**config.mk**
```make
export PLATFORM = sky130hd
export DESIGN_NAME = p405s_dcu_parity_bist_ctrl
export DESIGN_NICKNAME = d
export VERILOG_FILES = /design/src/rtl/p405s_dcu_bist_pkg.sv /design/src/rtl/p405s_dcu_bist_cmp.sv /design/src/rtl/p405s_dcu_parity_bist_ctrl.sv
export SDC_FILE = /design/constraint.sdc
export NUM_CORES = 1
export LEC_CHECK = 0
export CAP_MARGIN = 5
export CORE_ASPECT_RATIO = 1.25
export CORE_UTILIZATION = 50
export CTS_CLUSTER_SIZE = 40
export DETAILED_ROUTE_END_ITERATION = 10
export PLACE_DENSITY = 0.8
export SYNTH_ARGS = -nofsm -noshare
export SYNTH_HDL_FRONTEND = slang
export SYNTH_HIERARCHICAL = 1
export SYNTH_SLANG_ARGS = --single-unit
export TNS_END_PERCENT = 30
```
**constraint.sdc**
```tcl
create_clock -name cclk -period 2.5 [get_ports cclk]
set_input_delay 0.5 -clock cclk [delete_from_list [all_inputs] [get_ports cclk]]
set_output_delay 0.5 -clock cclk [all_outputs]
set_load 0.01 [all_outputs]
```
**src/rtl/p405s_dcu_bist_pkg.sv**
```systemverilog
// p405s_dcu_bist_pkg: shared encodings for the DCU parity RAM BIST.
// FSM states, March C- element tables, background patterns, size defaults.
package p405s_dcu_bist_pkg;

    localparam int BIST_ADDR_W = 9;
    localparam int BIST_DATA_W = 32;
    localparam int BIST_DEPTH  = 512;

    typedef enum logic [1:0] {
        ST_IDLE  = 2'd0,
        ST_RUN   = 2'd1,
        ST_FLUSH = 2'd2,
        ST_DONE  = 2'd3
    } bist_state_e;

    typedef enum logic [2:0] {
        M0 = 3'd0,
        M1 = 3'd1,
        M2 = 3'd2,
        M3 = 3'd3,
        M4 = 3'd4,
        M5 = 3'd5
    } march_elem_e;

    // One bit per element, indexed by element code
    localparam logic [5:0] ELEM_DOWN  = 6'b111000;
    localparam logic [5:0] ELEM_RW    = 6'b011110;
    localparam logic [5:0] ELEM_WR_D1 = 6'b001010;
    localparam logic [5:0] ELEM_RD_D1 = 6'b010100;

    localparam logic [31:0] BG_SOLID = 32'h0000_0000;
    localparam logic [31:0] BG_CKBD  = 32'h5555_5555;

    // RAM ops issued per address in an element
    function automatic logic [1:0] elem_ops(input march_elem_e e);
        return ELEM_RW[e] ? 2'd2 : 2'd1;
    endfunction

endpackage

```
**src/rtl/p405s_dcu_bist_cmp.sv**
```systemverilog
// p405s_dcu_bist_cmp: one-stage read-compare pipeline for the DCU BIST.
// Holds the sticky fail flag and the first failing address/element.
module p405s_dcu_bist_cmp
    import p405s_dcu_bist_pkg::*;
#(
    parameter int ADDR_W = BIST_ADDR_W,
    parameter int DATA_W = BIST_DATA_W
) (
    input  logic              clk,
    input  logic              rst_n,
    input  logic              clr,
    input  logic              rd_vld,
    input  logic [DATA_W-1:0] rd_exp,
    input  logic [ADDR_W-1:0] rd_addr,
    input  logic [2:0]        rd_elem,
`ifdef P405S_DCU_BIST_CKBD_EN
    input  logic              rd_pass,
    output logic              fail_pass,
`endif
    input  logic [DATA_W-1:0] rd_data,
    output logic              fail,
    output logic [ADDR_W-1:0] fail_addr,
    output logic [2:0]        fail_elem
);

    logic              vld_q, vld_d;
    logic [DATA_W-1:0] exp_q, exp_d;
    logic [ADDR_W-1:0] addr_q, addr_d;
    logic [2:0]        elem_q, elem_d;
    logic              fail_q, fail_d;
    logic [ADDR_W-1:0] faddr_q, faddr_d;
    logic [2:0]        felem_q, felem_d;
    logic              miss;
`ifdef P405S_DCU_BIST_CKBD_EN
    logic              pass_q, pass_d;
    logic              fpass_q, fpass_d;
`endif

    // Capture the read context, compare a cycle later, keep first failure
    always_comb begin
        vld_d   = rd_vld;
        exp_d   = rd_exp;
        addr_d  = rd_addr;
        elem_d  = rd_elem;
        fail_d  = fail_q;
        faddr_d = faddr_q;
        felem_d = felem_q;
`ifdef P405S_DCU_BIST_CKBD_EN
        pass_d  = rd_pass;
        fpass_d = fpass_q;
`endif
        miss    = vld_q && (rd_data != exp_q);
        if (miss) begin
            fail_d = 1'b1;
            if (!fail_q) begin
                faddr_d = addr_q;
                felem_d = elem_q;
`ifdef P405S_DCU_BIST_CKBD_EN
                fpass_d = pass_q;
`endif
            end
        end
        if (clr) begin
            vld_d   = 1'b0;
            fail_d  = 1'b0;
            faddr_d = '0;
            felem_d = '0;
`ifdef P405S_DCU_BIST_CKBD_EN
            fpass_d = 1'b0;
`endif
        end
    end

    // Pipeline and result registers
    always_ff @(posedge clk or negedge rst_n) begin
        if (!rst_n) begin
            vld_q   <= 1'b0;
            exp_q   <= '0;
            addr_q  <= '0;
            elem_q  <= '0;
            fail_q  <= 1'b0;
            faddr_q <= '0;
            felem_q <= '0;
`ifdef P405S_DCU_BIST_CKBD_EN
            pass_q  <= 1'b0;
            fpass_q <= 1'b0;
`endif
        end else begin
            vld_q   <= vld_d;
            exp_q   <= exp_d;
            addr_q  <= addr_d;
            elem_q  <= elem_d;
            fail_q  <= fail_d;
            faddr_q <= faddr_d;
            felem_q <= felem_d;
`ifdef P405S_DCU_BIST_CKBD_EN
            pass_q  <= pass_d;
            fpass_q <= fpass_d;
`endif
        end
    end

    assign fail      = fail_q;
    assign fail_addr = faddr_q;
    assign fail_elem = felem_q;
`ifdef P405S_DCU_BIST_CKBD_EN
    assign fail_pass = fpass_q;
`endif

endmodule

```
**src/rtl/p405s_dcu_parity_bist_ctrl.sv**
```systemverilog
// p405s_dcu_parity_bist_ctrl: March C- BIST sequencer for the DCU parity RAM.
// Define P405S_DCU_BIST_CKBD_EN to add a second checkerboard pass and fail_pass.
module p405s_dcu_parity_bist_ctrl
    import p405s_dcu_bist_pkg::*;
#(
    parameter int ADDR_W = BIST_ADDR_W,
    parameter int DATA_W = BIST_DATA_W,
    parameter int DEPTH  = BIST_DEPTH
) (
    input  logic              cclk,
    input  logic              rst_n,
    input  logic              bist_start,
    output logic              bist_busy,
    output logic              bist_done,
    output logic              bist_fail,
    output logic [ADDR_W-1:0] fail_addr,
    output logic [2:0]        fail_elem,
`ifdef P405S_DCU_BIST_CKBD_EN
    output logic              fail_pass,
`endif
    output logic              bist_mode,
    output logic              bist_ce_n,
    output logic              bist_we_n,
    output logic [ADDR_W-1:0] bist_addr,
    output logic [DATA_W-1:0] bist_wr_data,
    input  logic [DATA_W-1:0] bist_rd_data
);

    localparam logic [ADDR_W-1:0] LAST_ADDR = ADDR_W'(DEPTH - 1);

    bist_state_e       state_q, state_d;
    march_elem_e       elem_q, elem_d;
    logic [ADDR_W-1:0] addr_q, addr_d;
    logic              ph_q, ph_d;
`ifdef P405S_DCU_BIST_CKBD_EN
    logic              pass_q, pass_d;
`endif

    logic              start_acc;
    logic              run;
    logic              is_wr;
    logic              addr_done;
    logic              addr_last;
    march_elem_e       nxt_elem;
    logic [DATA_W-1:0] bg;

    // Decode the current op from element, phase and address
    always_comb begin
        run       = (state_q == ST_RUN);
        is_wr     = (elem_q == M0) || (ELEM_RW[elem_q] && ph_q);
        addr_done = (2'(ph_q) == (elem_ops(elem_q) - 2'd1));
        addr_last = ELEM_DOWN[elem_q] ? (addr_q == '0)
                                      : (addr_q == LAST_ADDR);
        nxt_elem  = (elem_q == M5) ? M0
                                   : march_elem_e'(elem_q + 3'd1);
`ifdef P405S_DCU_BIST_CKBD_EN
        bg = pass_q ? DATA_W'(BG_CKBD) : DATA_W'(BG_SOLID);
`else
        bg = DATA_W'(BG_SOLID);
`endif
    end

    // Next state: walk addresses, step elements, then flush and finish
    always_comb begin
        state_d   = state_q;
        elem_d    = elem_q;
        addr_d    = addr_q;
        ph_d      = ph_q;
`ifdef P405S_DCU_BIST_CKBD_EN
        pass_d    = pass_q;
`endif
        start_acc = 1'b0;
        case (state_q)
            ST_IDLE, ST_DONE: begin
                if (bist_start) begin
                    start_acc = 1'b1;
                    state_d   = ST_RUN;
                    elem_d    = M0;
                    addr_d    = '0;
                    ph_d      = 1'b0;
`ifdef P405S_DCU_BIST_CKBD_EN
                    pass_d    = 1'b0;
`endif
                end
            end
            ST_RUN: begin
                if (!addr_done) begin
                    ph_d = 1'b1;
                end else begin
                    ph_d = 1'b0;
                    if (!addr_last) begin
                        addr_d = ELEM_DOWN[elem_q]
                               ? addr_q - ADDR_W'(1)
                               : addr_q + ADDR_W'(1);
                    end else begin
                        elem_d = nxt_elem;
                        addr_d = ELEM_DOWN[nxt_elem] ? LAST_ADDR : '0;
                        if (elem_q == M5) begin
`ifdef P405S_DCU_BIST_CKBD_EN
                            if (!pass_q) begin
                                pass_d = 1'b1;
                            end else begin
                                state_d = ST_FLUSH;
                            end
`else
                            state_d = ST_FLUSH;
`endif
                        end
                    end
                end
            end
            ST_FLUSH: state_d = ST_DONE;
            default:  state_d = ST_IDLE;
        endcase
    end

    // Sequencer registers; reset aborts any test in flight
    always_ff @(posedge cclk or negedge rst_n) begin
        if (!rst_n) begin
            state_q <= ST_IDLE;
            elem_q  <= M0;
            addr_q  <= '0;
            ph_q    <= 1'b0;
`ifdef P405S_DCU_BIST_CKBD_EN
            pass_q  <= 1'b0;
`endif
        end else begin
            state_q <= state_d;
            elem_q  <= elem_d;
            addr_q  <= addr_d;
            ph_q    <= ph_d;
`ifdef P405S_DCU_BIST_CKBD_EN
            pass_q  <= pass_d;
`endif
        end
    end

    assign bist_busy    = run || (state_q == ST_FLUSH);
    assign bist_done    = (state_q == ST_DONE);
    assign bist_mode    = bist_busy;
    assign bist_ce_n    = !run;
    assign bist_we_n    = !(run && is_wr);
    assign bist_addr    = run ? addr_q : '0;
    assign bist_wr_data = (run && is_wr)
                        ? (ELEM_WR_D1[elem_q] ? ~bg : bg)
                        : '0;

    p405s_dcu_bist_cmp #(
        .ADDR_W (ADDR_W),
        .DATA_W (DATA_W)
    ) u_cmp (
        .clk       (cclk),
        .rst_n     (rst_n),
        .clr       (start_acc),
        .rd_vld    (run && !is_wr),
        .rd_exp    (ELEM_RD_D1[elem_q] ? ~bg : bg),
        .rd_addr   (addr_q),
        .rd_elem   (elem_q),
`ifdef P405S_DCU_BIST_CKBD_EN
        .rd_pass   (pass_q),
        .fail_pass (fail_pass),
`endif
        .rd_data   (bist_rd_data),
        .fail      (bist_fail),
        .fail_addr (fail_addr),
        .fail_elem (fail_elem)
    );

endmodule

```
# After elaboration in Yosys (flattened, before gate mapping)
# Memory sizes are Yosys's and may differ from the RTL's.
# Index checks and enable logic that the tools add are counted.
totals:
  mem_count: 5
  inputBits: 35
  reg_bits: 73
  output_inout_bits: 59
  romBits: 40
mem_list:
  columns: ["memory", "words", "word_bits", "rd", "rd_clocked_by_memory_dff", "write_ports", "line_no", "text"]
  rows:
  - ["(no name shown)", 8, 1, 1, 0, 0, "p405s_dcu_parity_bist_ctrl.sv:156", ".rd_exp (ELEM_RD_D1[elem_q] ? ~bg : bg),"]
  - ["(no name shown)", 8, 1, 1, 0, 0, "p405s_dcu_parity_bist_ctrl.sv:145", "? (ELEM_WR_D1[elem_q] ? ~bg : bg)"]
  - ["(no name shown)", 8, 1, 1, 0, 0, "p405s_dcu_parity_bist_ctrl.sv:97", "addr_d = ELEM_DOWN[nxt_elem] ? LAST_ADDR : '0;"]
  - ["(no name shown)", 8, 1, 1, 0, 0, "p405s_dcu_parity_bist_ctrl.sv:92", "addr_d = ELEM_DOWN[elem_q]"]
  - ["(no name shown)", 8, 1, 1, 0, 0, "p405s_dcu_bist_pkg.sv:36", "return ELEM_RW[e] ? 2'd2 : 2'd1;"]
classes:
  reduce_logical: 20
  order_cmp: 2
  eq_ne: 12
  addsub: 4
  mux: 41
ops:
  columns: ["op", "n"]
  rows:
  - ["32-bit 2-to-1 mux", 3]
  - ["9-bit 2-to-1 mux", 9]
  - ["32-bit inequality test", 1]
  - ["3-bit 2-to-1 mux", 7]
  - ["9-bit one-hot mux with 2 select lines", 1]
  - ["1-bit 2-to-1 mux", 13]
  - ["2-bit 2-to-1 mux", 5]
  - ["9-bit by 1-bit adder with 9-bit output, second input constant", 1]
  - ["9-bit equality test, second input constant", 1]
  - ["9-bit zero test", 1]
  - ["9-bit by 1-bit subtractor with 9-bit output, second input constant", 1]
  - ["3-bit by 4-bit < comparator with 1-bit output, second input constant", 2]
  - ["4-bit AND reduction", 2]
  - ["2-bit by 1-bit inequality test with 1-bit output, second input constant", 3]
  - ["2-bit one-hot mux with 3 select lines", 1]
  - ["3-bit one-hot mux with 2 select lines", 1]
  - ["2-bit equality test, second input constant", 2]
  - ["1-bit logical AND", 4]
  - ["2-bit inequality test, second input constant", 2]
  - ["2-bit AND reduction", 2]
  - ["2-bit nonzero test", 2]
  - ["3-bit by 1-bit adder with 3-bit output, second input constant", 1]
  - ["3-bit equality test, second input constant", 1]
  - ["1-bit zero test", 3]
  - ["9 further kinds", 10]

# Depth between registers and ports, before layout
logic_depth:
  word_depth: 8
  ltp_mapped: 10
  depth_no_buf: 9

# Hierarchy
# The synthesis kept the hierarchy.
by_module_without_submodules:
  columns: ["mod", "n_inst", "cells_per_inst", "area_per_inst_um2"]
  rows:
  - ["p405s_dcu_bist_cmp", 1, 144, 2134.5]
  - ["p405s_dcu_parity_bist_ctrl", 1, 188, 1606.5]

# Worst setup path before layout
# OpenSTA, ideal clock, no wires.
synth_timing:
  path_kind: "reg-to-output"
  from: "reg elem_q[0] (netlist name)"
  to: "out bist_wr_data[10]"
  path_stages_with_launch: 7
  setup_slack_ns: 0.190
  required_time_ns: 2.000
  n_path_buf: 1
  arrival_time_ns: 1.810
  path_cell_list: "dfrtp_1 inv_1 nor2_1 nor2_1 ha_1 and4_1 buf_4"
synth_lines:
  columns: ["element", "line_no", "text"]
  rows:
  - ["to (decl)", "p405s_dcu_parity_bist_ctrl.sv:25", "output logic [DATA_W-1:0] bist_wr_data,"]

==> flow_results.xml <==
<?xml version="1.0" encoding="UTF-8"?>
<metrics>
  <group name="die">
    <metric name="die_x_extent" unit="um">79.4</metric>
    <metric name="std_cell_rows" unit="">34</metric>
    <metric name="floorplan.core_area" unit="sq um">7100</metric>
    <metric name="boundaryPins" unit="">94</metric>
    <metric name="fp.dieArea" unit="sq um">7830</metric>
    <metric name="die_height" unit="um">98.7</metric>
    <metric name="floorplan.initialDensity" unit="">0.527</metric>
  </group>
  <group name="power">
    <metric name="power_frac_comb" unit="">0.308</metric>
    <metric name="swShare" unit="">0.305</metric>
    <metric name="p_int" unit="W">0.00216</metric>
    <metric name="proportion_of_power_drawn_by_flip_flops_and_latches" unit="">0.407</metric>
    <metric name="ir_drop" unit="mV">0.921</metric>
    <metric name="power.switching" unit="W">0.000948</metric>
    <metric name="clock_power_share" unit="">0.285</metric>
    <metric name="power_density" unit="nW/um^2">642</metric>
    <metric name="leakage" unit="nW">2.27</metric>
  </group>
  <group name="synth">
    <metric name="postSynthNetCount" unit="">382</metric>
    <metric name="syn_area" unit="sq um">3740</metric>
    <metric name="synth.avg_cell_area" unit="sq um">11.3</metric>
    <metric name="cells_after_synth" unit="">332</metric>
    <metric name="synth.yosys.warnings" unit="">6</metric>
    <metric name="seq_area_frac_synth" unit="">0.488</metric>
    <metric name="ys_seq_elements" unit="">73</metric>
    <metric name="synth-main-ff-cell" unit="">sky130_fd_sc_hd__dfrtp_1</metric>
    <metric name="synth-async-reset-ratio" unit="">1.00</metric>
    <metric name="count_of_flip_flops_with_a_built_in_enable_after_synthesis" unit="">0</metric>
    <metric name="synthDistinctLibCells" unit="">52</metric>
  </group>
  <group name="global_route">
    <metric name="grtUsageTotal" unit="">0.189</metric>
    <metric name="grt_pass1_vias" unit="">2470</metric>
    <metric name="grt_max_degree" unit="">33</metric>
    <metric name="remaining_global_route_overflow" unit="">0</metric>
    <metric name="grt_pass1_wl" unit="um">11400</metric>
    <metric name="number_of_antenna_violations_at_the_first_check_in_global_routing" unit="">0</metric>
  </group>
  <group name="drt">
    <metric name="detailedRoute.firstPassIterationCount" unit="">4</metric>
    <metric name="drcViolationCount" unit="">0</metric>
    <metric name="routed-via-count" unit="">2567</metric>
    <metric name="finalWirelength" unit="um">7200</metric>
    <metric name="drt_first_iter_violations" unit="">125</metric>
    <metric name="detail_route.wl_per_cell" unit="um">14.2</metric>
    <metric name="postRouteAntennaNets" unit="">0</metric>
    <metric name="vias_per_cell" unit="">5.06</metric>
  </group>
  <group name="critical_path">
    <metric name="critical_path_class" unit="">reg2out</metric>
    <metric name="critPathArrivalTime" unit="ns">1.95</metric>
    <metric name="timing.reg2reg.setup_slack" unit="ns">0.12</metric>
    <metric name="crit_path_max_fanout" unit="">32</metric>
    <metric name="worst_setup_path_end_kind" unit="">output port</metric>
    <metric name="setup.worst_path.start_class" unit="">register</metric>
    <metric name="timing.rr.start" unit="">elem_q[0]$_DFFE_PN0P_</metric>
    <metric name="r2r-end" unit="">addr_q[6]$_DFFE_PN0P_</metric>
    <metric name="critical_path_required" unit="ns">2.00</metric>
    <metric name="reg2regPathDepth" unit="">10</metric>
  </group>
  <group name="min_path">
    <metric name="hp-class" unit="">in2async</metric>
  </group>
  <group name="layout">
    <metric name="num_antenna_cells" unit="">0</metric>
    <metric name="finalNonFillerCells" unit="">507</metric>
    <metric name="fillerInstances" unit="">542</metric>
    <metric name="final_area" unit="sq um">4840</metric>
    <metric name="nets" unit="">462</metric>
    <metric name="area.growth.synth_to_final" unit="%">29.4</metric>
    <metric name="fraction_of_layout_cells_with_a_size_suffix_above_1" unit="">0.139</metric>
  </group>
  <group name="sta">
    <metric name="timing.slew.headroom" unit="">0.425</metric>
    <metric name="final.period_utilization" unit="">0.980</metric>
    <metric name="achievable-frequency" unit="MHz">408</metric>
    <metric name="setup_repair_after_global_routing_missed_its_margin" unit="">true</metric>
    <metric name="setup_tns" unit="ns">0</metric>
    <metric name="final.setup.worst_slack" unit="ns">0.0508</metric>
    <metric name="final-setup-viol-count" unit="">0</metric>
    <metric name="drv_slew" unit="">0</metric>
    <metric name="finalClockSkew" unit="ns">0.00650</metric>
    <metric name="timing_hold_violations_final" unit="">0</metric>
    <metric name="worstMarginPinSlew" unit="ns">0.862</metric>
    <metric name="timing.final.crit_period" unit="ns">2.45</metric>
    <metric name="final.hold.worst_slack" unit="ns">0.127</metric>
  </group>
  <group name="clock_network">
    <metric name="root_buffer" unit="">sky130_fd_sc_hd__clkbuf_8</metric>
    <metric name="clock_tree.buffer_depth" unit="">2</metric>
    <metric name="clock_latency" unit="ns">0.34</metric>
    <metric name="tritoncts" unit="">done</metric>
    <metric name="postCtsHoldBufs" unit="">0</metric>
    <metric name="clkSlewWorstSetupHoldPaths" unit="ns">0.08</metric>
    <metric name="clock_sink_count" unit="">73</metric>
    <metric name="htree_levels" unit="">3</metric>
    <metric name="cts_inserted_buffers" unit="">9</metric>
  </group>
  <group name="placement">
    <metric name="place_hpwl" unit="um">5170</metric>
    <metric name="detailedPlace.worstSlack" unit="ns">0.0193</metric>
    <metric name="number_of_instances_in_the_placed_design" unit="">486</metric>
    <metric name="detailed_place.area" unit="sq um">4590</metric>
    <metric name="port-buffer-count" unit="">93</metric>
    <metric name="place.gp.congestion" unit="">0.841</metric>
  </group>
  <group name="run">
    <metric name="max_cap_violations" unit="">0</metric>
  </group>
  <group name="status">
    <metric name="status" unit="">complete, no violations</metric>
  </group>
</metrics>
[layout by cell type (no fill, tap or decap), drive strengths merged, types with 10 or more instances in the layout]
cell type,instances
ha,14
dfrtp,73
dlygate4sd2,31
inv,11
and2,10
xnor2,33
clkdlybuf4s50,56
nand2,11
nand4,10
nor2,10
mux2i,16
nand2b,27
clkbuf,10
buf,15
[cell type report]
| class | count | area, sq um | area share |
|---|---|---|---|
| Inverter | 11 | 45.0 | 0.00931 |
| Clock buffer | 9 | 124 | 0.0256 |
| Multi-Input combinational cell | 210 | 1640 | 0.340 |
| Tap cell | 90 | 113 | 0.0233 |
| Clock inverter | 7 | 70.1 | 0.0145 |
| Timing Repair Buffer | 107 | 1010 | 0.210 |
| Sequential cell | 73 | 1830 | 0.378 |
[synthesized netlist by cell type (all sizes together) (2+ instances only)]
library cell / count / share of area
a21boi: 3 / 0.0060
a21oi: 9 / 0.013
a221oi: 2 / 0.0047
a22o: 5 / 0.012
a22oi: 2 / 0.0040
and2: 10 / 0.017
and4: 2 / 0.0047
buf: 33 / 0.067
clkbuf: 5 / 0.0050
dfrtp: 73 / 0.49
ha: 14 / 0.047
inv: 11 / 0.011
mux2i: 16 / 0.043
nand2: 11 / 0.011
nand2b: 27 / 0.045
nand3: 5 / 0.0067
nand4: 10 / 0.017
nor2: 10 / 0.011
nor2b: 4 / 0.0067
nor3: 7 / 0.012
nor3b: 2 / 0.0040
nor4: 5 / 0.016
o21a: 3 / 0.0060
o21ai: 9 / 0.012
o22ai: 3 / 0.0050
o31ai: 2 / 0.0040
or4: 2 / 0.0050
xnor2: 33 / 0.077
[critical path, stage by stage (launching register included)]
cell and delay (ns):
sky130_fd_sc_hd__dfrtp_2 0.45, sky130_fd_sc_hd__inv_1 0.10, sky130_fd_sc_hd__nor2_1 0.07, sky130_fd_sc_hd__nor2_1 0.11
sky130_fd_sc_hd__ha_2 0.21, sky130_fd_sc_hd__and4_4 0.24, sky130_fd_sc_hd__buf_12 0.15, sky130_fd_sc_hd__dlygate4sd2_1 0.28
[metal layers]
metal  vias to the layer above  track usage  part of all wire
met2                        76        0.324              0.52
met1                      1199        0.230              0.42
met5                         -            0                 0
met4                         0       0.0755             0.014
li1                       1283            -                 -
met3                         9       0.0426             0.049
[power groups by stage]
stage | registers (W) | clock network (W) | logic, W
floorplan | 0.00128 | 0 | 0.000575
global placement | 0.00129 | 0 | 0.000886
detailed placement | 0.00129 | 0 | 0.000904
CTS | 0.00127 | 0.000904 | 0.000903
global route | 0.00127 | 0.000954 | 0.00105
finish | 0.00127 | 0.000885 | 0.000956
[metrics by stage]
stage / utilization / power, W
detailed placement: 0.646 / 0.00219
finish: 0.681 / 0.00311
global placement: 0.646 / 0.00217
CTS: 0.672 / 0.00307
floorplan: - / 0.00186
global route: 0.681 / 0.00327
[how the worst max path moves through the flow]
stage,to,start,slack (ns),depth (start not counted)
final,bist_wr_data[23],elem_q[0]$_DFFE_PN0P_,0.05,7
after global routing,bist_wr_data[20],elem_q[2]$_DFFE_PN0P_,-0.09,7
after floorplan,bist_wr_data[10],elem_q[0]$_DFFE_PN0P_,0.19,6
after detailed placement,bist_wr_data[29],elem_q[0]$_DFFE_PN0P_,0.02,6
after CTS,bist_addr[0],state_q[1]$_DFFE_PN0P_,-0.10,6
after global placement,addr_q[7]$_DFFE_PN0P_,elem_q[0]$_DFFE_PN0P_,0.11,9
[sequential cells by signal, indices dropped and copies added, names as in the netlist]
name,cells
u_cmp/elem_q,3
u_cmp/fail_addr,9
u_cmp/exp_q,32
elem_q,3
u_cmp/addr_q,9
ph_q,1
u_cmp/vld_q,1
addr_q,9
u_cmp/fail,1
u_cmp/fail_elem,3
state_q,2
[kinds of logic after synthesis]
group / after synthesis / share of synthesized area
simple gates: 99 / 0.164
xor+xnor: 33 / 0.0773
mux: 16 / 0.0428
buf+inv: 49 / 0.0833
fa+ha+maj: 15 / 0.0522
compound gates: 47 / 0.0920
flops: 73 / 0.488
[repair_timing]
item / 4_1_cts / 5_1_grt
gates resized for setup: 38 / 19
setup endpoints to repair: 36 / 46
setup buffers: 3 / 2
Power figures use the tool's default switching activity.
